===== src/rtl/cpu_core.sv =====
// cpu_core: instruction sequencer for the 8-bit CPU.
// It fetches 32-bit words from a flat instruction bus into ir and produces a
// one-hot micro-step vector (clks) while the instruction executes. It also moves
// pc forward, jumps it, or halts it when the decoder/datapath strobes ask.
// Optional build macro: CPU_CORE_UNCOND_JMP_EN. When it is defined, a jump is
// taken on end_inst && jmp_inst and inst_condition is ignored.
module cpu_core #(
  parameter int RAM_SIZE = 4
) (
  input  logic                  clk,
  input  logic                  reset,
  input  logic [RAM_SIZE*32-1:0] ram,
  input  logic                  inst_condition,
  input  logic                  end_inst,
  input  logic                  jmp_inst,
  input  logic                  hlt_inst,
  input  logic [7:0]            jmp_address,
  output logic [31:0]           ir,
  output logic [15:0]           clks,
  output logic [7:0]            pc,
  output logic [1:0]            state
);

  typedef enum logic [1:0] {
    ST_FETCH = 2'b00,
    ST_EXEC  = 2'b01,
    ST_HALT  = 2'b10,
    ST_BAD   = 2'b11
  } state_t;

  localparam logic [7:0] LAST_PC = 8'(RAM_SIZE - 1);

  state_t      state_q, state_d;
  logic [31:0] ir_d, fetch_word;
  logic [15:0] clks_d;
  logic [7:0]  pc_d, pc_inc;
  logic        jmp_take;

  // Select the word at pc. Addresses past the end of memory read as zero.
  always_comb begin
    fetch_word = '0;
    for (int k = 0; k < RAM_SIZE; k++)
      if (pc == 8'(k)) fetch_word = ram[k*32 +: 32];
  end

`ifdef CPU_CORE_UNCOND_JMP_EN
  assign jmp_take = jmp_inst;
`else
  assign jmp_take = jmp_inst & inst_condition;
`endif

  // Sequential pc wraps at the last real word. A pc that was jumped out of
  // range keeps counting plainly.
  assign pc_inc = (pc == LAST_PC) ? 8'd0 : pc + 8'd1;

  // Next-state and next-output logic. Hold everything unless a state says otherwise.
  always_comb begin
    state_d = state_q;
    ir_d    = ir;
    clks_d  = clks;
    pc_d    = pc;
    case (state_q)
      ST_FETCH: begin
        ir_d    = fetch_word;
        clks_d  = 16'h0001;
        state_d = ST_EXEC;
      end
      ST_EXEC: begin
        if (hlt_inst) begin
          state_d = ST_HALT;
          clks_d  = '0;
        end else if (end_inst) begin
          state_d = ST_FETCH;
          clks_d  = '0;
          pc_d    = jmp_take ? jmp_address : pc_inc;
        end else if (!clks[15]) begin
          // Saturate on the last micro-step instead of shifting out to zero.
          clks_d = clks << 1;
        end
      end
      ST_HALT: clks_d = '0;
      default: begin
        state_d = ST_FETCH;
        clks_d  = '0;
      end
    endcase
  end

  // State and output registers. Reset is asynchronous and can interrupt anything.
  always_ff @(posedge clk or posedge reset) begin
    if (reset) begin
      state_q <= ST_FETCH;
      ir      <= '0;
      clks    <= '0;
      pc      <= '0;
    end else begin
      state_q <= state_d;
      ir      <= ir_d;
      clks    <= clks_d;
      pc      <= pc_d;
    end
  end

  assign state = state_q;

endmodule


===== config.mk =====
export PLATFORM = sky130hd
export DESIGN_NAME = cpu_core
export DESIGN_NICKNAME = d
export VERILOG_FILES = /design/src/rtl/cpu_core.sv
export SDC_FILE = /design/constraint.sdc
export NUM_CORES = 1
export LEC_CHECK = 0
export ABC_AREA = 1
export BUFFER_PORTS_ARGS = -buffer_cell sky130_fd_sc_hd__buf_2
export CELL_PAD_IN_SITES_DETAIL_PLACEMENT = 0
export CELL_PAD_IN_SITES_GLOBAL_PLACEMENT = 1
export CORE_UTILIZATION = 33
export DETAILED_ROUTE_END_ITERATION = 16
export GPL_TIMING_DRIVEN = 0
export PLACE_DENSITY_LB_ADDON = 0.05
export RECOVER_POWER = 100
export SYNTH_ARGS = -nofsm -noshare
export SYNTH_HDL_FRONTEND = slang
export SYNTH_SLANG_ARGS = --single-unit
export TNS_END_PERCENT = 5

===== constraint.sdc =====
create_clock -name clk -period 4.4 [get_ports clk]
set_clock_uncertainty 0.05 [all_clocks]
set_input_delay 0.22 -clock clk [delete_from_list [all_inputs] [get_ports clk]]
set_output_delay 0.22 -clock clk [all_outputs]
set_load 0.01 [all_outputs]

Word-level counts from Yosys, hierarchy flattened
Index checks and enable logic that the tools add are counted.

storage, ports and cells
  output and inout port bits = 58
  bits in read-only memories = 0
  memories kept = 0
  register bits after elaboration = 58
  bits in latches = 0
  bits in writable memories = 0
  logic and storage cells = 33

cells by class
  order comparisons = 0
  reduce and logical (&&, ||, !) cells = 4
  add/sub/neg operators = 1
  bitwise operators = 3
  multiply operators = 0
  div/mod/pow operators = 0
  mux-type cells = 13
  equality and inequality tests = 7
  shift operators = 0

operators by type and width
  cell                                                  count
  two-way mux 32 bit                                    4
  two-way mux 16 bit                                    3
  case mux 16 bit (2 select lines)                      1
  equality test 8 x 2 -> 1 bit (second input constant)  2
  two-way mux 8 bit                                     2
  adder 8 x 1 -> 8 bit (second input constant)          1
  equality test 8 x 1 -> 1 bit (second input constant)  1
  logical NOT 8 bit                                     1
  case mux 2 bit (3 select lines)                       1
  two-way mux 2 bit                                     2
  inequality test 4 bit (second input constant)         1
  inequality test 3 bit (second input constant)         1
  AND reduction 3 bit                                   1
  equality test 2 x 1 -> 1 bit (second input constant)  1
  equality test 2 bit (second input constant)           1
  logical NOT 2 bit                                     1
  NOT 1 bit                                             2
  AND reduction 2 bit                                   1
  bitwise AND 1 bit                                     1

Depth between registers and ports, before layout
Gate-level depths: netlist of the first run.

  word-level depth = 5
  mapped depth = 12

Worst setup path after synthesis of the first run
OpenSTA, ideal clock, no wires.

  path kind = flip-flop to flip-flop
  from = reg pc[1]
  to = reg ir[12]
  buffers on the path = 2
  data required time = 4.284 ns
  setup slack = 2.722 ns
  period minus slack after synthesis = 1.678 ns
  stages on the path, launching flop included = 13
  data arrival time = 1.563 ns
  setup time = 0.066 ns
  cells stage by stage = dfrtp_1 > inv_1 > ha_1 > buf_1 > inv_1 > nor2_2 > buf_2 > nand3_1 > nand2_1 > nand2_1 > nand2_1 > nand2_1 > nand2_1

between the ends
  longest elaborated chain between the ends = 5
  elaborated cells on any way between the ends = 8
  those cells by class = 3 x eq/ne; 4 x mux; 1 x reduce/logical

RTL lines
  element                          line  text
  start: declaration               20    output logic [7:0] pc,
  start signal: assignment         100   pc <= pc_d;
  logical NOT 8 bit                43    if (pc == 8'(k)) fetch_word = ram[k*32 +: 32];
  two-way mux 32 bit (3 in a row)  43
  two-way mux 32 bit (*)           43
  end signal: assignment           98    ir <= ir_d;
  end: declaration                 18    output logic [31:0] ir,

Every way passes the cells marked *; elsewhere a longest branch is shown, timed or not.
A chain may end at the register's enable or synchronous reset.

Worst setup path after layout of the first run
  from = reg pc[3]
  to = reg ir[25]

The elaborated chain is that of the path after synthesis.

==> results of run 1 <==
## state kept, by name, indices dropped and copies added, names as in the netlist
name / count
clks: 16
ir: 32
pc: 8
state: 2
## worst max-delay path: stages, from the launching register on
cell and delay, ps:
dfrtp_1 470, nor2_1 510, nand2_1 100, nor2_1 150, clkbuf_1 440, clkbuf_1 470, a21oi_1 130, nand2_1 90
nand2_1 50
## kinds of logic after synthesis
logic type / count (synthesis) / share of synthesized area
and+or+nand+nor: 336 / 0.332
AOI/OAI and AO/OA: 128 / 0.161
buffers and inverters: 127 / 0.135
DFF: 58 / 0.357
adders and majority gates: 4 / 0.0123
xor gates and xnor gates: 1 / 0.00215
## synth_stat cells, drive strengths merged
cell / count / share of area
o31ai: 1 / 0.0018
clkbuf: 13 / 0.012
inv: 84 / 0.078
xor2: 1 / 0.0022
nand3: 39 / 0.048
nor3: 2 / 0.0025
o21ai: 2 / 0.0025
dfrtp: 58 / 0.36
clkinv: 2 / 0.0018
buf: 28 / 0.044
nand4: 1 / 0.0015
nand2: 274 / 0.25
ha: 4 / 0.012
nor2: 19 / 0.024
nand3b: 1 / 0.0018
a22oi: 4 / 0.0074
a31oi: 1 / 0.0015
a21oi: 120 / 0.15
## per-layer routing
| metal | GRT usage | part of all wire | up-vias |
|---|---|---|---|
| met3 | 0.0503 | 0.061 | 18 |
| met2 | 0.385 | 0.47 | 139 |
| met5 | 0 | 0 | - |
| met4 | 0.0868 | 0.020 | 0 |
| li1 | - | - | 2452 |
| met1 | 0.264 | 0.45 | 2125 |
## area by class of cell
cell class,count,area [um2],area share
flip-flops and latches,58,1450,0.262
clock buffers,10,239,0.0432
repair buffers,201,953,0.172
plain buffers,41,211,0.0382
clock inverters,6,114,0.0206
well taps,147,184,0.0332
inverters,86,323,0.0583
multi-input cells,469,2060,0.372
## worst paths after layout
kind | to | slack, ps | cells past startpoint
max | ir[25] | 1810 | 8
min | state[1] | 90 | 3
max reg2reg | ir[25] | 1810 | 8
min reg2reg | ir[27] | 430 | 2
max in group asynchronous | clks[6] | 2970 | 4
min in group asynchronous | ir[22] | 610 | 3
## report_power, final
group	internal, mW	total [mW]	switching (mW)
clock network	0.569	0.839	0.270
logic	0.250	0.767	0.517
registers	0.587	0.657	0.0697
total	1.41	2.26	0.857
## per-stage QoR
stage / std cells / hold slack [ps] / area (um2) / total power, mW
6_report: 1018 / 94.9 / 5530 / 2.26
4_1_cts: 1018 / 81.8 / 5630 / 2.31
5_1_grt: 1018 / 97.7 / 5530 / 2.42
3_3_place_gp: 1000 / 407 / 5250 / 1.44
3_5_place_dp: 1001 / 246 / 5270 / 1.45
2_1_floorplan: 654 / 291 / 4070 / 1.16
## repair_timing
action | 4_1_cts | 5_1_grt
gates resized for setup | 0 | 0
hold endpoints to repair | 20 | 0
hold buffers | 1 | 0
endpoints found under the setup margin | 0 | 0
setup buffers | 0 | 0
==> impl_metrics.json, run 1 <==
{
  "drt_iter0_drc": 331,
  "maxSlewViolCount": 0,
  "gp_congestion": 0.827,
  "die_x_um": 113,
  "path_max_fanout": 10,
  "grt_max_degree": 39,
  "synthCells": 654,
  "cts_buffers": 9,
  "syn_to_final_growth_pct": 36.1,
  "core_um2": 12000,
  "yosys_warnings": 0,
  "fin_tns_setup_ps": 0,
  "period_share": 0.588,
  "worst_setup_path_start_kind": "flop",
  "drive_gt1_frac": 0.216,
  "crit_type": "flop to flop",
  "tightest_slew_ps": 959,
  "cap_violations": 0,
  "final_cell_mix": "nand2_1, buf_2, a21oi_1",
  "cts.path.max_buffers": 2,
  "slew_headroom": 0.360,
  "ant_nets": 0,
  "period_needed_ps": 2590,
  "synth_seq_cells": 58,
  "gr-total-overflow": 0,
  "cts_tree": "done",
  "setup_violations": 0,
  "min_path_type": "primary input to flop",
  "status": "finished clean",
  "ir_worst_vdd_uv": 198,
  "fin_util": 0.461,
  "drc": 0,
  "synth_cell_types": 26,
  "drt-total-wl_um": 13600,
  "portBuffers": 199,
  "synth.net_count": 800,
  "wl_per_cell_um": 13.4,
  "cts_sinks": 58,
  "syn_avg_cell_area_um2": 6.22,
  "die-area_um2": 12800,
  "syn_area_um2": 4070,
  "min-delay-start": "hlt_inst",
  "worst_slack_ps": 1810,
  "worstSetupEndpointType": "flop",
  "power.leakage_nw": 3.26,
  "pre_cts_ws_ps": 2280,
  "first_global_vias": 4654,
  "seq_area_frac_synth": 0.357,
  "ios": 200,
  "required_ps": 4570,
  "r2r-start": "pc[3]",
  "avgViaCountPerCell": 4.65,
  "row_count": 40,
  "grt_pass1_wl_um": 22100,
  "die_y_um": 113,
  "rsz0062_at_grt": "false",
  "cts_max_level": 3,
  "dp.final_hpwl_um": 10300,
  "cp.arrival_ps": 2760,
  "antenna_cells": 0,
  "cellPowerDensity_nw_per_um2": 409,
  "filler_cell_count": 1393,
  "cts_root_buf": "clkbuf_16",
  "track_usage": 0.221,
  "clk_pin_slew_ps": 60,
  "vias": 4734,
  "clk_latency_ps": 340,
  "initial_core_util": 0.339,
  "final_hold_viol_count": 0,
  "antenna_found_initial": 0,
  "drt-pass1-iter-count": 4,
  "final_common_cell": "nand2_1",
  "crit_path_start": "pc[3]",
  "layout.nets": 1012,
  "timing.fmax_mhz": 387
}
Note: power is estimated with default switching activity, not from simulation.
==> inputs of run 2 (changes only) <==
- CORE_UTILIZATION: 33 -> 31
- clock period: 4.4 -> 2.6 ns (I/O delays scaled with it)
==> run 2 against run 1 <==
Routed wire length grew 3.2%. Via count is 0.19% lower. Clock power grew 47%. Utilization is 2.6 points lower. Final cell count rose by 2.6%. Sequential power rose by 69%. Combinational power rose by 68%. Final area is 0.11% lower. Total power is 60% higher. Sequential share of layout area about the same. Setup slack worse by 1400 ps. Die area grew 6.3%.
==> impl_metrics.json, run 2 (same netlist as run 1, synthesis figures left out) <==
{
  "gp_congestion": 0.854,
  "worst_setup_path_start_kind": "flop",
  "period_needed_ps": 2180,
  "cts.path.max_buffers": 2,
  "syn_to_final_growth_pct": 35.9,
  "cts_tree": "done",
  "core_um2": 12700,
  "drt-pass1-iter-count": 4,
  "cts_max_level": 3,
  "filler_cell_count": 1488,
  "maxSlewViolCount": 0,
  "rsz0062_at_grt": "false",
  "antenna_found_initial": 0,
  "drive_gt1_frac": 0.216,
  "ir_worst_vdd_uv": 390,
  "cts_sinks": 58,
  "fin_tns_setup_ps": 0,
  "initial_core_util": 0.320,
  "cts_setup_buffers": 0,
  "ant_nets": 0,
  "clk_pin_slew_ps": 50,
  "row_count": 41,
  "cts_buffers": 9,
  "grt_max_degree": 36,
  "reg_top3": "ir x32, clks x16, pc x8",
  "gr-total-overflow": 0,
  "setup_violations": 0,
  "final_cell_mix": "nand2_1, buf_2, a21oi_1",
  "grt_pass1_wl_um": 21900,
  "portBuffers": 199,
  "avgViaCountPerCell": 4.53,
  "cts_resized": 0,
  "cap_violations": 0,
  "ios": 200,
  "largest_reg_flops": 32,
  "power.leakage_nw": 3.26,
  "required_ps": 2830,
  "drt_iter0_drc": 256,
  "die-area_um2": 13600,
  "status": "finished clean",
  "tightest_slew_ps": 953,
  "dp.final_hpwl_um": 10700,
  "die_x_um": 117,
  "total_power_mw": 3.63,
  "wl_per_cell_um": 13.5,
  "cellPowerDensity_nw_per_um2": 657,
  "crit_type": "flop to flop",
  "vias": 4725,
  "drt-total-wl_um": 14000,
  "layout.nets": 1013,
  "slew_headroom": 0.364,
  "cp.arrival_ps": 2410,
  "largest_register": "ir",
  "first_global_vias": 4519,
  "final_common_cell": "nand2_1",
  "min_path_type": "primary input to flop",
  "fin_util": 0.434,
  "timing.fmax_mhz": 458,
  "cts_root_buf": "clkbuf_16",
  "die_y_um": 117,
  "path_max_fanout": 10,
  "clk_latency_ps": 340,
  "reg2reg_setup_slack_ps": 420,
  "period_share": 0.840,
  "drc": 0,
  "track_usage": 0.211,
  "final_hold_viol_count": 0,
  "worstSetupEndpointType": "flop"
}
## run 2: changes by cell type in the layout (fill, tap and decap cells not counted)
cell	delta
clkinv_2	+1
dlygate4sd3_1	+1
clkbuf_8	+2
buf_2	-2
buf_1	-1
diode_2	+1
clkinvlp_4	-2
bufinv_16	-2
buf_12	-1
buf_4	+4
clkbuf_2	+1
clkinv_4	-1
## run 2: final cells by class
cell class / count / area (um2) / area share
flip-flops and latches: 58 / 1450 / 0.263
plain buffers: 41 / 224 / 0.0405
well taps: 172 / 215 / 0.0389
clock inverters: 2 / 35.0 / 0.00634
multi-input cells: 469 / 2060 / 0.372
diodes: 1 / 2.50 / 0.000453
repair buffers: 202 / 948 / 0.172
inverters: 86 / 323 / 0.0584
clock buffers: 13 / 270 / 0.0489
## run 2: repair_timing
action / 4_1_cts / 5_1_grt
endpoints found under the hold margin: 24 / 0
hold buffers: 2 / 0
setup endpoints to repair: 0 / 0
## run 2: critical path, stage by stage, from the launching register on
cell and delay (ps):
dfrtp_1 440, inv_1 100, ha_1 130, clkbuf_1 260
inv_1 90, nor2_2 260, clkbuf_1 340, nand3_1 120
nand2_1 90, nand2_1 50, nand2_1 80, nand2_1 50
nand2_1 50
## run 2: worst paths after layout
path,endpoint,cells past startpoint,startpoint
worst max-delay path,ir[1],12,pc[1]
worst min-delay path,pc[1],3,jmp_address[1]
worst max register to register,ir[1],12,pc[1]
worst min register to register,ir[13],2,ir[13]
max in group asynchronous,clks[4],4,reset
min in group asynchronous,ir[22],3,reset
## run 2: report_power, final
part	internal [mW]	total [mW]	switching [mW]	leakage, nW
Sequential	0.994	1.11	0.114	0.780
Combinational	0.420	1.29	0.867	2.33
Clock	0.813	1.23	0.421	0.152
## run 2: per-stage QoR
step / instance area [um2] / hold slack (ps) / cells / worst slack, ps
finish: 5530 / 30.4 / 1044 / 417
global route: 5520 / 47.1 / 1043 / 133
CTS: 5620 / 21.0 / 1043 / 443
detailed placement: 5300 / 179 / 1026 / 452
global placement: 5280 / 322 / 1025 / -8.67
floorplan: 4070 / 201 / 654 / 922
## run 2: routing by layer
layer,part of all wire,GRT usage,wire length [um]
met1,0.45,0.269,6380
met4,0.011,0.0776,159
met2,0.45,0.343,6280
met5,0,0,0
met3,0.088,0.0555,1230
